### src/rtl/req_arb4_rr_pkg.sv
// Shared definitions for the 4-way round-robin arbiter: sizes, FSM states, one-hot helper.
// Pure declarations; no timing or flow-control behaviour of its own.
// Imported by req_arb4_rr and rr_pick4.
package req_arb4_rr_pkg;

    localparam int NREQ = 4;
    localparam int IDW  = 2;
    localparam int CNTW = 8;

    typedef enum logic {
        ST_IDLE = 1'b0,
        ST_OWN  = 1'b1
    } arb_state_t;

    function automatic logic [NREQ-1:0] onehot(input logic [IDW-1:0] idx);
        logic [NREQ-1:0] v;
        v      = '0;
        v[idx] = 1'b1;
        return v;
    endfunction

endpackage

### src/rtl/req_arb4_rr_pick4.sv
// Rotating-priority encoder: first set request after 'last', wrapping mod 4.
// Latency: combinational.
// Backpressure: none; the caller decides when the pick is taken.
module rr_pick4
    import req_arb4_rr_pkg::*;
(
    input  logic [NREQ-1:0] req,
    input  logic [IDW-1:0]  last,
    output logic [IDW-1:0]  pick,
    output logic            vld
);

    logic [IDW-1:0] idx;

    // Walk from farthest (last+4 == last) to nearest (last+1) so the nearest hit wins.
    always_comb begin
        pick = last;
        vld  = 1'b0;
        idx  = '0;
        for (int i = NREQ; i >= 1; i--) begin
            idx = last + IDW'(i);
            if (req[idx]) begin
                pick = idx;
                vld  = 1'b1;
            end
        end
    end

endmodule

### src/rtl/req_arb4_rr.sv
// 4-way round-robin arbiter with one-hot grant held until DONE or request drop; ARB4_TIMEOUT_EN adds forced release.
// Latency: REQ -> GNT one clock; release -> GNT low one clock; always >=1 idle cycle between grants.
// Backpressure: waiting requesters hold REQ; the owner is never preempted except by timeout.
module req_arb4_rr
    import req_arb4_rr_pkg::*;
#(
    parameter int HOLD_MAX = 15
) (
    input  logic       C,
    input  logic       CLR,
    input  logic [3:0] REQ,
    input  logic       DONE,
    output logic [3:0] GNT,
    output logic [1:0] GID,
    output logic       BUSY,
    output logic       ANY,
    output logic       TO
);

    if (HOLD_MAX < 1 || HOLD_MAX > 255) begin : g_bad_hold
        $error("HOLD_MAX must be in 1..255");
    end

    arb_state_t     state;
    arb_state_t     state_nxt;
    logic [IDW-1:0] last;
    logic [IDW-1:0] pick;
    logic           pick_vld;
    logic           grant_now;
    logic           rel_now;
    logic           timeout_now;

`ifdef ARB4_TIMEOUT_EN
    localparam logic [CNTW-1:0] HOLD_LAST = CNTW'(HOLD_MAX - 1);
    logic [CNTW-1:0] hold_cnt;
`endif

    rr_pick4 u_pick (
        .req  (REQ),
        .last (last),
        .pick (pick),
        .vld  (pick_vld)
    );

    assign ANY  = |REQ;
    assign BUSY = (state == ST_OWN);

    always_comb begin
        state_nxt   = state;
        grant_now   = 1'b0;
        rel_now     = 1'b0;
        timeout_now = 1'b0;
        case (state)
            ST_IDLE: begin
                if (pick_vld) begin
                    grant_now = 1'b1;
                    state_nxt = ST_OWN;
                end
            end
            ST_OWN: begin
                // Normal release is checked first so it masks a coincident timeout.
                if (DONE || !REQ[GID]) begin
                    rel_now   = 1'b1;
                    state_nxt = ST_IDLE;
                end
`ifdef ARB4_TIMEOUT_EN
                else if (hold_cnt == HOLD_LAST) begin
                    rel_now     = 1'b1;
                    timeout_now = 1'b1;
                    state_nxt   = ST_IDLE;
                end
`endif
            end
            default: state_nxt = ST_IDLE;
        endcase
    end

    always_ff @(posedge C or posedge CLR) begin
        if (CLR) begin
            state <= ST_IDLE;
            GNT   <= '0;
            GID   <= '0;
            last  <= 2'd3;
        end else begin
            state <= state_nxt;
            if (grant_now) begin
                GNT  <= onehot(pick);
                GID  <= pick;
                last <= pick;
            end else if (rel_now) begin
                GNT <= '0;
            end
        end
    end

`ifdef ARB4_TIMEOUT_EN
    always_ff @(posedge C or posedge CLR) begin
        if (CLR) begin
            hold_cnt <= '0;
            TO       <= 1'b0;
        end else begin
            TO <= timeout_now;
            if (grant_now) begin
                hold_cnt <= '0;
            end else if (state == ST_OWN) begin
                hold_cnt <= hold_cnt + CNTW'(1);
            end
        end
    end
`else
    assign TO = 1'b0;
`endif

endmodule

### config.mk
export PLATFORM = sky130hd
export DESIGN_NAME = req_arb4_rr
export DESIGN_NICKNAME = d
export VERILOG_FILES = /design/src/rtl/req_arb4_rr_pkg.sv /design/src/rtl/req_arb4_rr_pick4.sv /design/src/rtl/req_arb4_rr.sv
export SDC_FILE = /design/constraint.sdc
export NUM_CORES = 1
export LEC_CHECK = 0
export CELL_PAD_IN_SITES_DETAIL_PLACEMENT = 1
export CELL_PAD_IN_SITES_GLOBAL_PLACEMENT = 1
export CORE_MARGIN = 2
export CORE_UTILIZATION = 29
export DETAILED_ROUTE_END_ITERATION = 10
export HOLD_SLACK_MARGIN = 0.1
export PLACE_DENSITY_LB_ADDON = 0.1
export SYNTH_ARGS = -nofsm -noshare
export SYNTH_HDL_FRONTEND = slang
export SYNTH_SLANG_ARGS = --single-unit
export TNS_END_PERCENT = 1
### constraint.sdc
create_clock -name C -period 1.5 [get_ports C]
set_clock_uncertainty 0.1 [all_clocks]
set_input_delay 0.225 -clock C [delete_from_list [all_inputs] [get_ports C]]
set_output_delay 0.225 -clock C [all_outputs]
set_load 0.005 [all_outputs]
# Yosys cells after proc, flatten, opt, wreduce, memory -nomap -nowiden
# Index checks and enable logic that the tools add are counted.
[op_classes]
mux = 27
add_sub_neg = 3
bitwise = 1
order_cmp = 7
reduce_logical = 5
[ops]
columns = ["cell", "n"]
rows = [
  ["2-bit by 3-bit < comparator with 1-bit output (second input constant)", 6],
  ["1-bit 2-to-1 mux", 15],
  ["1-bit binary-select mux with 2-bit select", 5],
  ["4-bit 2-to-1 mux", 2],
  ["2-bit 2-to-1 mux", 3],
  ["2-bit adder (second input constant)", 2],
  ["4-bit OR reduction", 1],
  ["2-bit by 1-bit adder with 2-bit output (second input constant)", 1],
  ["1-bit demux with 2-bit select", 1],
  ["2-bit by 1-bit greater-or-equal comparator with 1-bit output (second input constant)", 1],
  ["1-bit one-hot mux with 2 select lines", 1],
  ["2-bit nonzero test", 1],
  ["1-bit logical AND", 1],
  ["1-bit logical NOT", 1],
  ["1-bit logical OR", 1],
  ["1-bit NOT", 1],
]
[totals]
in_bits = 7
wordCells = 47
out_inout_bits = 9
ff_bits = 9

# Logic depth before layout (Yosys ltp)
[logic_depth]
word_depth = 11
depth_mapped = 4
ltp_nobuf = 4

# Modules after synthesis
# Synthesis repeated with hierarchy kept, for this count alone.
[hier_totals]
cells_unflattened = 52
area_unflattened_um2 = 494.2
[by_module_without_submodules]
columns = ["module", "seq_area_each_um2", "instances", "cells_per_inst", "area_per_inst_um2"]
rows = [
  ["req_arb4_rr", 227.7, 1, 38, 411.6],
  ["rr_pick4", 0.0, 1, 14, 82.6],
]

# Worst setup path before layout
# No wires, ideal clock.
[synth_timing]
path_kind = "reg2reg"
from = "register GID[1]"
to = "register GNT[0]"
setup_slack_ps = 36
arrival_time_ps = 1243
n_path_buf = 0
stages_incl_launch_ff = 5
setup_ps = 122
cell_sequence = "dfrtp_1 mux4_2 nand3b_2 o21ai_2 a32o_1"
[synth_between]
elab_chain_cells = 7
[synth_lines]
columns = ["element", "line_no", "rtl"]
rows = [
  ["start, declared", "req_arb4_rr.sv:14", "output logic [1:0] GID,"],
  ["start signal, assigned", "req_arb4_rr.sv:88", "GID <= pick;"],
  ["1-bit binary-select mux with 2-bit select", "req_arb4_rr.sv:62", "if (DONE || !REQ[GID]) begin"],
  ["1-bit 2-to-1 mux (implied by the code)", "req_arb4_rr.sv:62", ""],
  ["1-bit logical NOT", "req_arb4_rr.sv:62", ""],
  ["1-bit logical OR", "req_arb4_rr.sv:62", ""],
  ["1-bit 2-to-1 mux", "req_arb4_rr.sv:62", ""],
  ["1-bit 2-to-1 mux", "req_arb4_rr.sv:53", "case (state)"],
  ["2-bit nonzero test (no line)", "--", ""],
  ["end signal, assigned", "req_arb4_rr.sv:87", "GNT <= onehot(pick);"],
  ["end, declared", "req_arb4_rr.sv:13", "output logic [3:0] GNT,"],
]
# No other way between the ends. The select of a mux whose other input is x is not followed.
# A chain may end at the register's enable or synchronous reset.

# Worst setup path in the final report
[layout_timing]
from = "register last[0]"
to = "register GNT[1]"
[layout_between]
elab_chain_cells = 11
elab_cells_between_ends = 27
cone_classes = "add/sub: 3; order compare: 2; mux: 20; reduce/logical: 2"
[layout_lines]
columns = ["element", "line_no", "rtl"]
rows = [
  ["start, declared", "req_arb4_rr.sv:26", "logic [IDW-1:0] last;"],
  ["start signal, assigned", "req_arb4_rr.sv:89", "last <= pick;"],
  ["2-bit adder", "req_arb4_rr_pick4.sv:21", "idx = last + IDW'(i);"],
  ["1-bit binary-select mux with 2-bit select", "req_arb4_rr_pick4.sv:22", "if (req[idx]) begin"],
  ["1-bit 2-to-1 mux (implied by the code)", "req_arb4_rr_pick4.sv:22", ""],
  ["2-bit 2-to-1 mux (3 in a row)", "req_arb4_rr_pick4.sv:22", ""],
  ["2-bit by 3-bit < comparator with 1-bit output (implied by the code) or 2-bit by 1-bit greater-or-equal comparator with 1-bit output (tied branches)", "req_arb4_rr_pkg.sv:18", "v[idx] = 1'b1;"],
  ["1-bit logical AND (implied by the code)", "req_arb4_rr_pkg.sv:18", ""],
  ["1-bit 2-to-1 mux (implied by the code)", "req_arb4_rr_pkg.sv:18", ""],
  ["1-bit demux with 2-bit select", "req_arb4_rr_pkg.sv:18", ""],
  ["4-bit 2-to-1 mux", "req_arb4_rr.sv:86", "if (grant_now) begin"],
]
# Parallel ways exist; a longest one is shown, timed or not. The select of a mux whose other input is x is not followed.

==> results.md <==
* Crit path cell chain: nand2b_4, o21ai_4, a221o_1, a32o_1
* Setup Crit Path Kind: register to register
* Final period util at 1.01
* Worst Setup End Kind: register
* Max rail drop VDD at 0.986 mV
* Htree depth at 1
* Max cap viols at 0
* Reg2Reg Setup Slack at -20 ps
* Seq cells post-synth at 9
* Fill cells at 178
* Status: finished, violations left
* Switching part of the total at 0.374
* Num CTS Buffers at 3
* CTS tree: yes
* WL/cell at 15.0 um
* Final Util at 0.524
* Critical path buffers and inverters at 0
* Initial antenna violation count at 0
* Cell count after synthesis at 45
* Core ar. at 0.00154 mm2
* Vias in the first global route at 470
* Crit path max-delay family: compound AO/OA/AOI/OAI gates
* Critical path arrival at 1560 ps
* Failing checks: setup timing
* Final nets at 81
* Final worst slack at -18.2 ps
* Routed Antenna Nets at 0
* Number of cell rows at 14
* Total GRT Usage at 0.145
* Worst Hold Class: primary input to async pin
* Distinct cells, synth at 23
* Startpoint types: register
* DRT Pass-1 Iters at 4
* CP Max Fanout at 3
* Sequential fraction of the synthesis area at 0.472
* Pwr Total at 1.46 mW
* Vias per inst at 5.06
* Clk network pwr share at 0.121
* Clk_lat worst skew at 250 ps
* First-pass GRT wire length at 2060 um
* WL final at 1340 um
* Share of layout cells above drive strength 1 at 0.384
* Comb pwr share at 0.542
* Initial core utilization at 0.313
* Synth warn at 0
* Final hold violation count at 0
* Post-route DRC at 0
* Die Wd at 44.8 um
* IO Count at 16
* Sw Pwr at 547 uW
* Largest net degree at the start of global routing at 10
* Commonest non-fill, non-tap cells in the layout: 11 x buf_4, 7 x dfrtp_1, 7 x dlygate4sd2_1
* P per Cell Area at 1810 mW/mm2
* GP Congestion at 0.787
* Most common cell after layout, fill and taps aside: buf_4
* Leakage at 0.358 nW
* Syn Nets at 52
* Clock Path Buffers at 2
* Iteration-0 DRC Markers at 4
* Detail Placement HPWL at 1020 um
* Die Ht at 44.8 um
* CTS root buffer: clkbuf_4
* Die area at 0.00201 mm2
* Clock Pin Slew Worst Setup and Hold Paths at 60 ps
* Grt ovf at 0
* Sum Neg Setup Slack at -22.5 ps
* Area growth, synth to finish at 67.1%
* Final Setup Violations at 2
* Clock Sink Count at 9
* Internal at 915 uW
* Sequential power share at 0.337
* Critical Path RT at 1540 ps
* RSZ-0062 raised after global routing: true
* Post-route minimum period at 1520 ps
* Fmax at 659 MHz
* Crit-path max cell delay at 540 ps
* Final Max Tran Viols at 0
* Port Buf Inserts at 14
* Via count at 450
* Syn_area_per_cell at 10.7 um2
* Synth Cell Area at 483 um2
* Diode count at 0
* Slowest cell on crit path: dfstp_2
[power by group through the flow]
stage | Clock [mW] | Combinational, mW | Sequential [mW]
4_1_cts | 0.189 | 0.693 | 0.488
6_report | 0.176 | 0.793 | 0.493
2_1_floorplan | 0 | 0.305 | 0.495
5_1_grt | 0.192 | 0.879 | 0.510
3_3_place_gp | 0 | 0.701 | 0.490
3_5_place_dp | 0 | 0.714 | 0.491
[sequential cells by signal (all words and copies together) (netlist names)]
name and cells:
GNT 4, GID 2, last 2, BUSY 1
[final timing paths]
check                              from  endpoint  cells past startpoint
worst max-delay path            last[0]    GNT[1]                      4
worst min-delay path                CLR    GNT[3]                      2
worst max register to register  last[0]    GNT[1]                      4
worst min register to register   GNT[2]    GNT[2]                      1
max in group asynchronous           CLR   last[0]                      2
min in group C                   GNT[2]    GNT[2]                      1
[final cells by class]
cell class	count	area [um2]	area share
inverters	4	15.0	0.0186
repair buffers	25	215	0.267
well taps	16	20.0	0.0248
multi-input cells	31	303	0.375
clock buffers	4	26.3	0.0326
flip-flops and latches	9	228	0.282
[timing repair]
action	4_1_cts	5_1_grt
hold endpoints to repair	0	0
hold buffers	0	0
buffers inserted	0	0
cloned	0	0
resized for setup	12	10
pin swaps	1	3
setup endpoints to repair	11	9
[cell families after synthesis]
logic type	Yosys count	synth area share
compound gates	18	0.282
simple gates	11	0.145
flops	9	0.472
buf+inv	5	0.0466
mux	1	0.0466
other cells	1	0.00776
[per-layer routing]
layer  routed length [um]  GRT usage  vias up
li1                     -          -      223
met1                  639      0.188      216
met2                  646      0.243       11
met3                   54     0.0360        0
met4                    0     0.0353        0
met5                    0          0        -
[Yosys cell counts, drive strengths merged]
| library cell | number | area, um2 |
|---|---|---|
| or2b | 2 | 15.0 |
| nand2 | 1 | 3.75 |
| inv | 4 | 15.0 |
| a21oi | 3 | 15.0 |
| conb | 1 | 3.75 |
| buf | 1 | 7.51 |
| a21o | 1 | 7.51 |
| nand2b | 1 | 6.26 |
| mux4 | 1 | 22.5 |
| o21ai | 7 | 38.8 |
| o2bb2ai | 2 | 17.5 |
| dfstp | 2 | 52.6 |
| nor2 | 4 | 15.0 |
| a221oi | 1 | 15.0 |
| a32o | 2 | 20.0 |
| nand3b | 1 | 11.3 |
| nor4 | 1 | 12.5 |
| o211ai | 1 | 12.5 |
| a221o | 1 | 10.0 |
| or2 | 1 | 6.26 |
| dfrtp | 7 | 175 |
[per-stage QoR]
| stage | cells | hold WS, ps | setup slack [ps] | area, um2 |
|---|---|---|---|---|
| finish | 89 | 121 | -18.2 | 807 |
| global route | 89 | 159 | -54.7 | 807 |
| CTS | 89 | 123 | -39.3 | 739 |
| detailed placement | 85 | 385 | -410 | 718 |
| global placement | 85 | 398 | -412 | 718 |
| floorplan | 45 | -48.5 | 35.7 | 483 |
No activity file was read; power rests on OpenSTA's default activity.
